File: src/rtl/text_writer.sv
// text_writer: write-side controller for the character text buffer.
// Accepts PUT / NEWLINE / BACKSPACE / CLEAR over a valid/ready handshake,
// tracks the cursor and drives a registered buffer write port.
// Handshake: an op is taken on a rising edge where valid && ready. The source
// must hold op/char_in stable while valid is high and not yet taken. ready is
// high only in IDLE. valid seen while ready is low is ignored, not queued.
module text_writer #(
   parameter int          COLS  = 80,
   parameter int          ROWS  = 30,
   parameter logic [3:0]  BLANK = 4'h0
) (
   input  logic        clk,
   input  logic        rst,
   input  logic [1:0]  op,
   input  logic [3:0]  char_in,
   input  logic        valid,
   output logic        ready,
   output logic [11:0] waddr,
   output logic [3:0]  new_char,
   output logic        we,
   output logic [6:0]  cursor_col,
   output logic [4:0]  cursor_row
);

   localparam logic [1:0]  OP_PUT   = 2'd0;
   localparam logic [1:0]  OP_NL    = 2'd1;
   localparam logic [1:0]  OP_BS    = 2'd2;
   localparam logic [1:0]  OP_CLR   = 2'd3;
   localparam logic [11:0] COLS_A   = 12'(COLS);
   localparam logic [11:0] CELLS_A  = 12'(COLS * ROWS);
   localparam logic [6:0]  LAST_COL = 7'(COLS - 1);
   localparam logic [4:0]  LAST_ROW = 5'(ROWS - 1);

   typedef enum logic [1:0] {S_CLEAR, S_LINE_CLR, S_IDLE} state_t;

   state_t      state, state_d;
   logic [6:0]  col, col_d;
   logic [4:0]  row, row_d;
   logic [11:0] base, base_d;        // linear address of column 0 of the cursor row
   logic [11:0] cur, cur_d;          // linear address of the cursor cell
   logic [11:0] clr_addr, clr_addr_d; // next address to blank
   logic [11:0] clr_cnt, clr_cnt_d;   // blank writes already issued
   logic [11:0] waddr_d;
   logic [3:0]  new_char_d;
   logic        we_d;
   logic [11:0] clr_limit;
   logic [11:0] next_base;
   logic [4:0]  next_row;

   // Row that the cursor moves to on a line break (bottom row wraps to top).
   assign next_row  = (row == LAST_ROW) ? 5'd0 : row + 5'd1;
   assign next_base = (row == LAST_ROW) ? 12'd0 : base + COLS_A;
   assign clr_limit = (state == S_CLEAR) ? CELLS_A : COLS_A;

   assign ready      = (state == S_IDLE);
   assign cursor_col = col;
   assign cursor_row = row;

   // Next-state, cursor and write-port decode.
   always_comb begin
      state_d    = state;
      col_d      = col;
      row_d      = row;
      base_d     = base;
      cur_d      = cur;
      clr_addr_d = clr_addr;
      clr_cnt_d  = clr_cnt;
      waddr_d    = waddr;
      new_char_d = new_char;
      we_d       = 1'b0;
      case (state)
         S_CLEAR, S_LINE_CLR: begin
            // One idle cycle after the last blank before handing back ready.
            if (clr_cnt == clr_limit) begin
               state_d = S_IDLE;
            end else begin
               we_d       = 1'b1;
               waddr_d    = clr_addr;
               new_char_d = BLANK;
               clr_addr_d = clr_addr + 12'd1;
               clr_cnt_d  = clr_cnt + 12'd1;
            end
         end
         S_IDLE: begin
            if (valid) begin
               case (op)
                  OP_PUT: begin
                     we_d       = 1'b1;
                     waddr_d    = cur;
                     new_char_d = char_in;
                     if (col != LAST_COL) begin
                        col_d = col + 7'd1;
                        cur_d = cur + 12'd1;
                     end else begin
                        // Line full: blank the new row, first blank next cycle.
                        col_d      = 7'd0;
                        row_d      = next_row;
                        base_d     = next_base;
                        cur_d      = next_base;
                        clr_addr_d = next_base;
                        clr_cnt_d  = 12'd0;
                        state_d    = S_LINE_CLR;
                     end
                  end
                  OP_NL: begin
                     // First blank of the new row is issued right away.
                     col_d      = 7'd0;
                     row_d      = next_row;
                     base_d     = next_base;
                     cur_d      = next_base;
                     we_d       = 1'b1;
                     waddr_d    = next_base;
                     new_char_d = BLANK;
                     clr_addr_d = next_base + 12'd1;
                     clr_cnt_d  = 12'd1;
                     state_d    = S_LINE_CLR;
                  end
                  OP_BS: begin
                     if (col != 7'd0) begin
                        col_d      = col - 7'd1;
                        cur_d      = cur - 12'd1;
                        we_d       = 1'b1;
                        waddr_d    = cur - 12'd1;
                        new_char_d = BLANK;
                     end else if (row != 5'd0) begin
                        col_d      = LAST_COL;
                        row_d      = row - 5'd1;
                        base_d     = base - COLS_A;
                        cur_d      = cur - 12'd1;
                        we_d       = 1'b1;
                        waddr_d    = cur - 12'd1;
                        new_char_d = BLANK;
                     end
                  end
                  default: begin
                     col_d      = 7'd0;
                     row_d      = 5'd0;
                     base_d     = 12'd0;
                     cur_d      = 12'd0;
                     we_d       = 1'b1;
                     waddr_d    = 12'd0;
                     new_char_d = BLANK;
                     clr_addr_d = 12'd1;
                     clr_cnt_d  = 12'd1;
                     state_d    = S_CLEAR;
                  end
               endcase
            end
         end
         default: state_d = S_CLEAR;
      endcase
   end

   // State register; reset restarts the full-screen clear from the top.
   always_ff @(posedge clk) begin
      if (rst) begin
         state    <= S_CLEAR;
         col      <= 7'd0;
         row      <= 5'd0;
         base     <= 12'd0;
         cur      <= 12'd0;
         clr_addr <= 12'd0;
         clr_cnt  <= 12'd0;
         waddr    <= 12'd0;
         new_char <= 4'd0;
         we       <= 1'b0;
      end else begin
         state    <= state_d;
         col      <= col_d;
         row      <= row_d;
         base     <= base_d;
         cur      <= cur_d;
         clr_addr <= clr_addr_d;
         clr_cnt  <= clr_cnt_d;
         waddr    <= waddr_d;
         new_char <= new_char_d;
         we       <= we_d;
      end
   end

endmodule

File: config.mk
export PLATFORM = sky130hd
export DESIGN_NAME = text_writer
export DESIGN_NICKNAME = d
export VERILOG_FILES = /design/src/rtl/text_writer.sv
export SDC_FILE = /design/constraint.sdc
export NUM_CORES = 1
export LEC_CHECK = 0
export ABC_AREA = 1
export BUFFER_PORTS_ARGS = -buffer_cell sky130_fd_sc_hd__buf_2
export CAP_MARGIN = 0
export CORE_ASPECT_RATIO = 1.4
export CORE_UTILIZATION = 40
export DETAILED_ROUTE_END_ITERATION = 12
export PLACE_DENSITY = 0.66
export SLEW_MARGIN = 20
export SYNTH_ARGS = -nofsm -noshare
export SYNTH_HDL_FRONTEND = slang
export SYNTH_SLANG_ARGS = --single-unit
File: constraint.sdc
create_clock -name clk -period 6 [get_ports clk]
set_clock_uncertainty 0.05 [all_clocks]
set_input_delay 1.2 -clock clk [delete_from_list [all_inputs] [get_ports clk]]
set_output_delay 1.2 -clock clk [all_outputs]
set_load 0.02 [all_outputs]
==> metrics.yaml <==
drt:
  detail-route-antenna-nets: 0
  wl_per_cell_um: 15.5
  vias_per_cell: 5.38
  drt_iter0_drc: 343
  drc_errors: 0
  dr_total_vias: 5884
  drt_first_pass_iters: 5
  drt_wl_total_um: 16900
die:
  rows: 50
  die_x_um: 102
  dieArea_mm2: 0.0144
  start_util: 0.413
  die-height_um: 142
  core_mm2: 0.0135
  io_pins: 39
clock_tree:
  cts_hold_buf: 0
  insertion_delay_ns: 0.35
  cts_root_buf: "clkbuf_16"
  clock-sinks: 79
  cts_tree: "yes"
  postCtsResizedCells: 0
  cts_buffer_depth: 2
  cts_inserted_buffers: 9
  ctsHtreeMaxLevel: 3
  cts_setup_buffers: 0
  clkSlewWorstSetupHoldPaths_ns: 0.06
grt:
  grt.total_usage: 0.244
  grt_max_degree: 46
  grt_pass1_wl_um: 27300
  grt_overflow: 0
  antenna_found_initial: 0
  grt_pass1_vias: 5362
setup_path:
  cp_max_fo: 29
  crit_chain: "buf_2 > inv_2 > nand2_2 > inv_2 > nand2_4 > nand3_4 > nand2_2 > inv_2 > nor2_1 > nand2_1 > nand2_1 > nor2_1"
  arrival_ns: 3.50
  crit_type: "in -> reg"
  rrSetupSlack_ns: 3.30
  crit_buf_inv: 4
  critical_path.top_delay_family: "simple AND/OR/NAND/NOR gates"
  r2r_cells: 12
  crit_path_start_kind: "input port"
  crit_top_cell: "inv_2"
  cp_slowest_stage_delay_ns: 0.45
  cp.depth: 12
  slowest_stage: "nand2_2"
  cp-end-kind: "flop"
  cp.required_ns: 6.20
timing:
  hold_viol_final: 0
  worst_pin_slew_ns: 0.936
  slew_viol_final: 0
  relSlewSlack: 0.375
  finalCritPeriodShare: 0.550
  fmax_ghz: 0.303
  setup_viol: 0
  min_period_ns: 3.30
  rsz0062_at_grt: "no"
  finalSetupTns_ns: 0
synthesis:
  ys_top_cells_by_area: "dfxtp_1, nand2_1, a21oi_1"
  synth-async-reset-ratio: 0
  synth_fp_nets: 915
  ys_warn_count: 0
  synth_seq_cells: 79
  synth_common_cells: "nand2_1, a21oi_1, o21ai_0"
  synth_cell_types: 48
  syn_area_per_cell_um2: 6.25
  yosysMostFrequentCell: "nand2_1"
  synthCells: 892
  netlist.area_leader.share: 0.284
  synthFlopType: "dfxtp_1"
  yosys.area.top_type: "dfxtp_1"
  synth_edf_count: 0
  synth_seq_area_share: 0.284
  netlist_area_mm2: 0.00557
finish:
  final_area_mm2: 0.00615
  antennaDiodeCount: 0
  fin_nets: 930
  fillCellCount: 1473
  layout-drive-gt1-share: 0.101
  multi_input_area_mm2: 0.00343
  final-seq-area_mm2: 0.00158
  postLayoutCoreUtil: 0.455
  syn_to_final_growth_pct: 10.3
pwr:
  switching_power_mw: 0.282
  sw_frac_of_total: 0.226
  internal_power_mw: 0.966
  vdd.ir_drop.worst_mv: 0.171
  p_clk_frac: 0.518
  leakage_nw: 2.52
  power_density_mw_per_mm2: 203
  p_comb_frac: 0.054
  p_seq_frac: 0.428
placement:
  placed_area_mm2: 0.00580
  portBuffers: 38
  place_congestion: 0.944
  dp_hpwl_um: 12300
run_status:
  status: "finished clean"
hold_path:
  hold_depth: 2
  hp-class: "reg -> reg"
flow_run:
  maxCapViolations: 0
## registers in the layout (all words and copies together) (netlist names)
register	cells
base	12
clr_addr	12
clr_cnt	12
cur	12
cursor_col	7
cursor_row	5
new_char	4
state	2
waddr	12
we	1
## logic make-up (layout without fill, tap and decap cells)
family          after synthesis  after routing  share of synthesized area
compound gates              218            218                      0.207
xor+xnor                     23             23                     0.0361
buf+inv                     129            148                      0.101
simple gates                429            429                      0.341
flops                        79             79                      0.284
fa+ha+maj                    14             14                     0.0314
## layout by cell type (no fill, tap or decap), types with 8 or more instances in the layout
cell	n
nand2_1	215
dfxtp_1	79
ha_1	14
inv_1	83
nor3_1	17
o21ai_0	87
xor2_1	21
o21ai_1	8
a21oi_1	95
buf_2	38
o22ai_1	10
nand3_1	70
nor2_1	84
clkbuf_16	9
nand4_1	13
## final cells by class
cell class | count | share of cell area
Timing Repair Buffer | 40 | 0.0334
Tap cell | 182 | 0.0370
Inverter | 93 | 0.0578
Clock inverter | 5 | 0.0169
Multi-Input combinational cell | 684 | 0.559
Clock buffer | 10 | 0.0389
Sequential cell | 79 | 0.257
## power by group through the flow
stage / clock network, mW / registers (mW) / logic [mW]
6_report: 0.646 / 0.534 / 0.0677
3_3_place_gp: 0 / 0.546 / 0.0663
2_1_floorplan: 0 / 0.546 / 0.0472
3_5_place_dp: 0 / 0.545 / 0.0666
4_1_cts: 0.652 / 0.534 / 0.0670
5_1_grt: 0.679 / 0.534 / 0.0748
## per-stage QoR
| step | cells | hold WS [ns] | worst slack (ns) | total power, mW |
|---|---|---|---|---|
| after floorplan | 892 | 0.389 | 3.53 | 0.593 |
| after global placement | 1078 | 0.401 | 2.39 | 0.612 |
| after detailed placement | 1078 | 0.400 | 2.34 | 0.612 |
| after CTS | 1093 | 0.410 | 2.71 | 1.25 |
| after global routing | 1093 | 0.427 | 2.52 | 1.29 |
| final | 1093 | 0.410 | 2.70 | 1.25 |
## worst paths after layout
kind / end / from
worst max-delay path: clr_cnt[4] / op[1]
worst min-delay path: new_char[1] / new_char[1]
worst max register to register: clr_cnt[4] / cursor_col[1]
worst min register to register: new_char[1] / new_char[1]
## tightest hold or removal path, stage by stage (launching register included)
cell	delay, ns
dfxtp_1	0.31
nand2_1	0.06
a21oi_1	0.05
## layer usage
metal  share of wire  vias to the layer above  GRT usage
li1                -                     2981          -
met1            0.42                     2701      0.289
met2            0.50                      158      0.426
met3           0.040                       44     0.0355
met4           0.040                        0      0.117
met5               0                        -          0
(Power assumes the default switching activity.)
